[config.mk]
export PLATFORM = sky130hd
export DESIGN_NAME = s16_prog_loader
export DESIGN_NICKNAME = d
export VERILOG_FILES = /design/src/rtl/s16_loader_pkg.sv /design/src/rtl/s16_loader_csum.sv /design/src/rtl/s16_prog_loader.sv
export SDC_FILE = /design/constraint.sdc
export NUM_CORES = 1
export LEC_CHECK = 0
export CORE_MARGIN = 5
export CORE_UTILIZATION = 30
export CTS_CLUSTER_DIAMETER = 80
export DETAILED_ROUTE_END_ITERATION = 10
export SLEW_MARGIN = 20
export SYNTH_ARGS = -nofsm -noshare
export SYNTH_HDL_FRONTEND = slang
export SYNTH_SLANG_ARGS = --single-unit
[constraint.sdc]
create_clock -name clk -period 2.25 [get_ports clk]
set_input_delay 0.45 -clock clk [delete_from_list [all_inputs] [get_ports clk]]
set_output_delay 0.45 -clock clk [all_outputs]
set_load 0.05 [all_outputs]
[src/rtl/s16_loader_pkg.sv]
// Shared types and widths for the S16 boot-time program loader.
package s16_loader_pkg;

    localparam int BYTE_W  = 8;
    localparam int WORD_W  = 16;
    localparam int COUNT_W = 16;

    typedef enum logic [2:0] {
        ST_CNT_HI,
        ST_CNT_LO,
        ST_DATA_HI,
        ST_DATA_LO,
        ST_CSUM,
        ST_DONE,
        ST_ERR
    } state_t;

    function automatic logic is_rx_state(input state_t s);
        return !(s inside {ST_DONE, ST_ERR});
    endfunction

endpackage

[src/rtl/s16_loader_csum.sv]
// 8-bit running byte sum with synchronous clear and add-enable.
module s16_loader_csum
    import s16_loader_pkg::*;
(
    input  logic              clk,
    input  logic              clr,
    input  logic              add_en,
    input  logic [BYTE_W-1:0] din,
    output logic [BYTE_W-1:0] sum
);

    always_ff @(posedge clk) begin
        if (clr) begin
            sum <= '0;
        end else if (add_en) begin
            sum <= sum + din;
        end
    end

endmodule

[src/rtl/s16_prog_loader.sv]
// Byte-stream program loader for the S16 core; holds the core in reset until loaded.
// Optional trailing checksum byte enabled by S16_LOADER_CHECKSUM_EN.
module s16_prog_loader
    import s16_loader_pkg::*;
#(
    parameter int ADDR_W = 8
) (
    input  logic              clk,
    input  logic              reset,
    input  logic              rx_valid,
    input  logic [BYTE_W-1:0] rx_data,
    output logic              rx_ready,
    output logic              imem_we,
    output logic [ADDR_W-1:0] imem_addr,
    output logic [WORD_W-1:0] imem_wdata,
    output logic              cpu_reset,
    output logic              load_done,
    output logic              load_err
);

    localparam logic [32:0] CAP = 33'd1 << ADDR_W;

`ifdef S16_LOADER_CHECKSUM_EN
    localparam state_t TAIL = ST_CSUM;
`else
    localparam state_t TAIL = ST_DONE;
`endif

    state_t              state;
    state_t              state_nx;
    logic [BYTE_W-1:0]   hi_q;
    logic [COUNT_W-1:0]  left_q;
    logic [ADDR_W-1:0]   addr_q;
    logic [COUNT_W-1:0]  cnt;
    logic                xfer;
    logic                oversize;
    logic                last_word;
    logic                csum_ok;

    assign xfer      = rx_valid & rx_ready;
    assign cnt       = {hi_q, rx_data};
    assign oversize  = 33'(cnt) > CAP;
    assign last_word = left_q == COUNT_W'(1);

`ifdef S16_LOADER_CHECKSUM_EN
    logic [BYTE_W-1:0] sum;

    s16_loader_csum u_csum (
        .clk    (clk),
        .clr    (reset),
        .add_en (xfer && state != ST_CSUM),
        .din    (rx_data),
        .sum    (sum)
    );

    assign csum_ok = rx_data == sum;
`else
    assign csum_ok = 1'b1;
`endif

    always_comb begin
        state_nx = state;
        unique case (state)
            ST_CNT_HI: begin
                if (xfer) state_nx = ST_CNT_LO;
            end
            ST_CNT_LO: begin
                if (xfer) begin
                    if (oversize)         state_nx = ST_ERR;
                    else if (cnt == '0)   state_nx = TAIL;
                    else                  state_nx = ST_DATA_HI;
                end
            end
            ST_DATA_HI: begin
                if (xfer) state_nx = ST_DATA_LO;
            end
            ST_DATA_LO: begin
                if (xfer) state_nx = last_word ? TAIL : ST_DATA_HI;
            end
            ST_CSUM: begin
                if (xfer) state_nx = csum_ok ? ST_DONE : ST_ERR;
            end
            ST_DONE: state_nx = ST_DONE;
            ST_ERR:  state_nx = ST_ERR;
            default: state_nx = ST_ERR;
        endcase
    end

    // Status outputs are registered from the next state so they align with it.
    always_ff @(posedge clk) begin
        if (reset) begin
            state      <= ST_CNT_HI;
            hi_q       <= '0;
            left_q     <= '0;
            addr_q     <= '0;
            rx_ready   <= 1'b1;
            imem_we    <= 1'b0;
            imem_addr  <= '0;
            imem_wdata <= '0;
            cpu_reset  <= 1'b1;
            load_done  <= 1'b0;
            load_err   <= 1'b0;
        end else begin
            state     <= state_nx;
            rx_ready  <= is_rx_state(state_nx);
            cpu_reset <= state_nx != ST_DONE;
            load_done <= state_nx == ST_DONE;
            load_err  <= state_nx == ST_ERR;
            imem_we   <= 1'b0;
            if (xfer && (state == ST_CNT_HI || state == ST_DATA_HI)) begin
                hi_q <= rx_data;
            end
            if (xfer && state == ST_CNT_LO) begin
                left_q <= cnt;
            end
            if (xfer && state == ST_DATA_LO) begin
                imem_we    <= 1'b1;
                imem_addr  <= addr_q;
                imem_wdata <= {hi_q, rx_data};
                addr_q     <= addr_q + ADDR_W'(1);
                left_q     <= left_q - COUNT_W'(1);
            end
        end
    end

endmodule

# Word level (Yosys, flattened, before mapping)
# Cells that the tools add are included.
# totals
reg_bits	64
word_cells	45
# op_classes
addsub	2
n_lt_le_gt_ge	1
eq_ne	9
mux	12
n_bitwise	1
n_reduce_logical	9
# ops
operator	count
$mux W16	2
$mux W3	8
$pmux W3 S6	1
$eq A16 B1 Y1 const B	1
$gt A16 B9 Y1 const B	1
$logic_not A16 Y1	1
$sub A16 B1 Y16 const B	1
$eq A3 B3 Y1 const B	4
$add A8 B1 Y8 const B	1
$eq A3 B2 Y1 const B	2
$reduce_bool A2 Y1	2
$eq A3 B1 Y1 const B	1
$logic_and A1 B1 Y1	3
$logic_not A3 Y1	1
$ne A3 B3 Y1 const B	1
$and A1 B1 Y1	1
$logic_not A1 Y1	1
$logic_or A1 B1 Y1	1
$mux W1	1

# Logic depth before layout (Yosys ltp)
# depth
word_depth	8
depth_mapped	7
ltp_nobuf	7

# Worst setup path after synthesis
# OpenSTA, ideal clock, no wires.
# synth_path
path_type	register to register
start	reg rx_ready
end	reg hi_q[0]
setup_ns	0.128
arrival_time_ns	1.691
t_required_ns	2.122
slack_ns	0.431
stages_incl_launch_ff	5
n_path_buf	0
cell_sequence	dfxtp_1 -> nand2_1 -> nor3_2 -> mux2i_1 -> nor2_1
# synth_between
elab_chain_len	2
# synth_lines
item	line_no	text
start, declared	s16_prog_loader.sv:12	output logic rx_ready,
start signal, assigned	s16_prog_loader.sv:105	rx_ready <= is_rx_state(state_nx);
$and A1 B1 Y1	s16_prog_loader.sv:40	assign xfer = rx_valid & rx_ready;
$logic_and A1 B1 Y1	s16_prog_loader.sv:110	if (xfer && (state == ST_CNT_HI || state == ST_DATA_HI)) begin
end signal, assigned	s16_prog_loader.sv:111	hi_q <= rx_data;
end, declared	s16_prog_loader.sv:31	logic [BYTE_W-1:0] hi_q;
# Every way passes these cells.
# A chain may end at the register's enable or synchronous reset.

# Worst setup path in the final report
# layout_path
start	reg left_q[0]
end	reg left_q[12]
# layout_between
elab_chain_len	2
# layout_lines
item	line_no	text
start, declared	s16_prog_loader.sv:32	logic [COUNT_W-1:0] left_q;
start signal, assigned	s16_prog_loader.sv:114	left_q <= cnt;
start signal, assigned	s16_prog_loader.sv:121	left_q <= left_q - COUNT_W'(1);
$sub A16 B1 Y16	s16_prog_loader.sv:121	
$mux W16	s16_prog_loader.sv:116	if (xfer && state == ST_DATA_LO) begin
# Every way passes these cells.

==> flow_metrics.env <==
export IMPL_syn_num_nets=362
export IMPL_layout_commonest_cell="nand2_1"
export IMPL_nets=409
export IMPL_path_clk_slew_ns=0.07
export IMPL_hold_class="register to register"
export IMPL_wire_per_inst_um=14.0
export IMPL_yosys_area_top_type="dfxtp_1"
export IMPL_start_util=0.307
export IMPL_ys_types=49
export IMPL_grt_overflow_total=0
export IMPL_wirelength_mm=7.39
export IMPL_cts_htree_levels=3
export IMPL_cts_tree="built"
export IMPL_synth_cell_area_mm2=0.00284
export IMPL_grt_pass1_vias=2603
export IMPL_antenna_found_initial=0
export IMPL_ctsHoldBuffers=0
export IMPL_status="finished clean"
export IMPL_final_setup_viol_count=0
export IMPL_synth_yosys_warnings=0
export IMPL_via_count=2612
export IMPL_cp_data_arrival_time_ns=2.26
export IMPL_power_mw=2.78
export IMPL_ant_nets=0
export IMPL_async_flop_share=0
export IMPL_tightest_slew_ns=0.597
export IMPL_clkPwrFrac=0.392
export IMPL_dp_hpwl_mm=5.14
export IMPL_yosys_most_used_dff="dfxtp_1"
export IMPL_die_area_mm2=0.0115
export IMPL_power_leakage_nw=1.29
export IMPL_clk_path_buf_depth=2
export IMPL_drt_pass1_iter_count=4
export IMPL_p_int_mw=2.02
export IMPL_io_pins=40
export IMPL_end_kind="register"
export IMPL_worst_ep_required_time_ns=2.47
export IMPL_grt_max_degree=37
export IMPL_portBuffers=39
export IMPL_power_density_mw_per_mm2=755
export IMPL_final_setup_skew_ns=0.00682
export IMPL_slew_headroom=0.601
export IMPL_cts_buffers=9
export IMPL_grt_usage=0.136
export IMPL_period_share=0.908
export IMPL_drv_cap=0
export IMPL_dieWidth_um=107
export IMPL_antennaDiodeCount=0
export IMPL_die_height_um=107
export IMPL_slew_violations=0
export IMPL_clk_latency_ns=0.34
export IMPL_syn_inst=348
export IMPL_synth_edff_count=0
export IMPL_drc=0
export IMPL_p_comb_frac=0.164
export IMPL_whs_ns=0.455
export IMPL_drtIter0Drc=127
export IMPL_synth_area_leaders="dfxtp_1, nand2_1, a21oi_1, nor2_1, mux2i_1"
export IMPL_seqPwrFrac=0.444
export IMPL_place_congestion=0.829
export IMPL_core_mm2=0.00924
export IMPL_postCtsSetupBuffers=0
export IMPL_fin_crit_ns=2.04
export IMPL_synth_seq_cells=64
export IMPL_tns_ns=0
export IMPL_row_count=35
export IMPL_p_sw_uw=760
export IMPL_synth_top_area_share=0.451
export IMPL_crit_type="register to register"
export IMPL_rsz0062_at_grt="no"
export IMPL_hold_viol=0
export IMPL_cts_resized_gates=0
export IMPL_seq_area_frac_synth=0.451
export IMPL_cts_sinks=64
export IMPL_viasPerCell=4.94
export IMPL_cp_max_fo=6
export IMPL_syn_to_final_growth_pct=29.6
export IMPL_final_util=0.398
export IMPL_startpoint_type="register"
export IMPL_ir_worst_vdd_uv=455
export IMPL_switching_share=0.274
export IMPL_clockRootBuffer="clkbuf_8"
export IMPL_final_cell_mix="nand2_1, dfxtp_1, a21oi_1, clkdlybuf4s50_1, nor2_1"
export IMPL_drive_gt1_frac=0.125
export IMPL_grt_pass1_wl_mm=12.5
export IMPL_fmax_mhz=489
export IMPL_syn_area_per_cell_um2=8.15
power by group through the flow:
stage               logic (mW)  clock network [mW]  registers (mW)
finish                   0.455                1.09            1.23
global route             0.501                1.17            1.24
CTS                      0.457                1.12            1.23
detailed placement       0.455                   0            1.26
global placement         0.445                   0            1.26
floorplan                0.304                   0            1.26
flip-flops by register name, summed over array words and instances, names as in the netlist, 3 cells and up:
| signal | count |
|---|---|
| addr_q | 8 |
| hi_q | 8 |
| imem_addr | 8 |
| imem_wdata | 16 |
| left_q | 16 |
| state | 3 |
worst paths after layout:
| kind | slack (ns) | start | cells past startpoint | end |
|---|---|---|---|---|
| setup / recovery | 0.21 | left_q[0] | 7 | left_q[12] |
| hold / removal | 0.46 | imem_addr[1] | 2 | imem_addr[1] |
| setup reg to reg | 0.21 | left_q[0] | 7 | left_q[12] |
| hold reg to reg | 0.46 | imem_addr[1] | 2 | imem_addr[1] |
cells by family after synthesis:
group                    Yosys count  share of synthesized area
flip-flops                        64                      0.451
AND/OR/NAND/NOR                  152                      0.261
multiplexers                       8                     0.0282
AO/OA/AOI/OAI                     84                      0.181
XOR/XNOR                           8                     0.0247
adder cells (fa/ha/maj)            3                     0.0132
buffers and inverters             29                     0.0406
cell type report:
type	instances	area [µm²]
clock buffers	11	141
clock inverters	5	80.1
fillers	961	5560
inverters	6	22.5
multi-input cells	255	1440
flip-flops and latches	64	1280
well taps	129	161
repair buffers	59	548
critical path: stages (launching register included):
cell,delay (ns)
dfxtp_1,0.36
inv_1,0.08
ha_1,0.20
nor3b_1,0.39
nand3_1,0.29
o31a_2,0.36
o21ai_0,0.15
a21oi_1,0.08
synthesized netlist by cell type (all sizes together), types with 4 or more instances:
master and n:
nand3 7, o21ai 14, a211oi 4, nand2 73, mux2i 8, or4 5, xor2 7, a21oi 43
clkbuf 15, nor2 29, inv 6, o22ai 4, dfxtp 64, buf 8, nor3 11, nor4 7
layer usage:
layer,vias to the layer above,track usage,wire [µm]
met1,1225,0.176,3530
li1,1316,-,-
met5,-,0,0
met2,64,0.215,3340
met3,7,0.0414,415
met4,0,0.0466,93
through the flow:
stage                     worst slack [ns]  instances  instance area (µm²)
after global placement              0.0635        513                 3460
after detailed placement            0.0317        513                 3460
after global routing                0.0808        529                 3680
after floorplan                      0.431        348                 2840
after CTS                            0.207        529                 3680
final                                0.207        529                 3680
(Power assumes the default switching activity.)
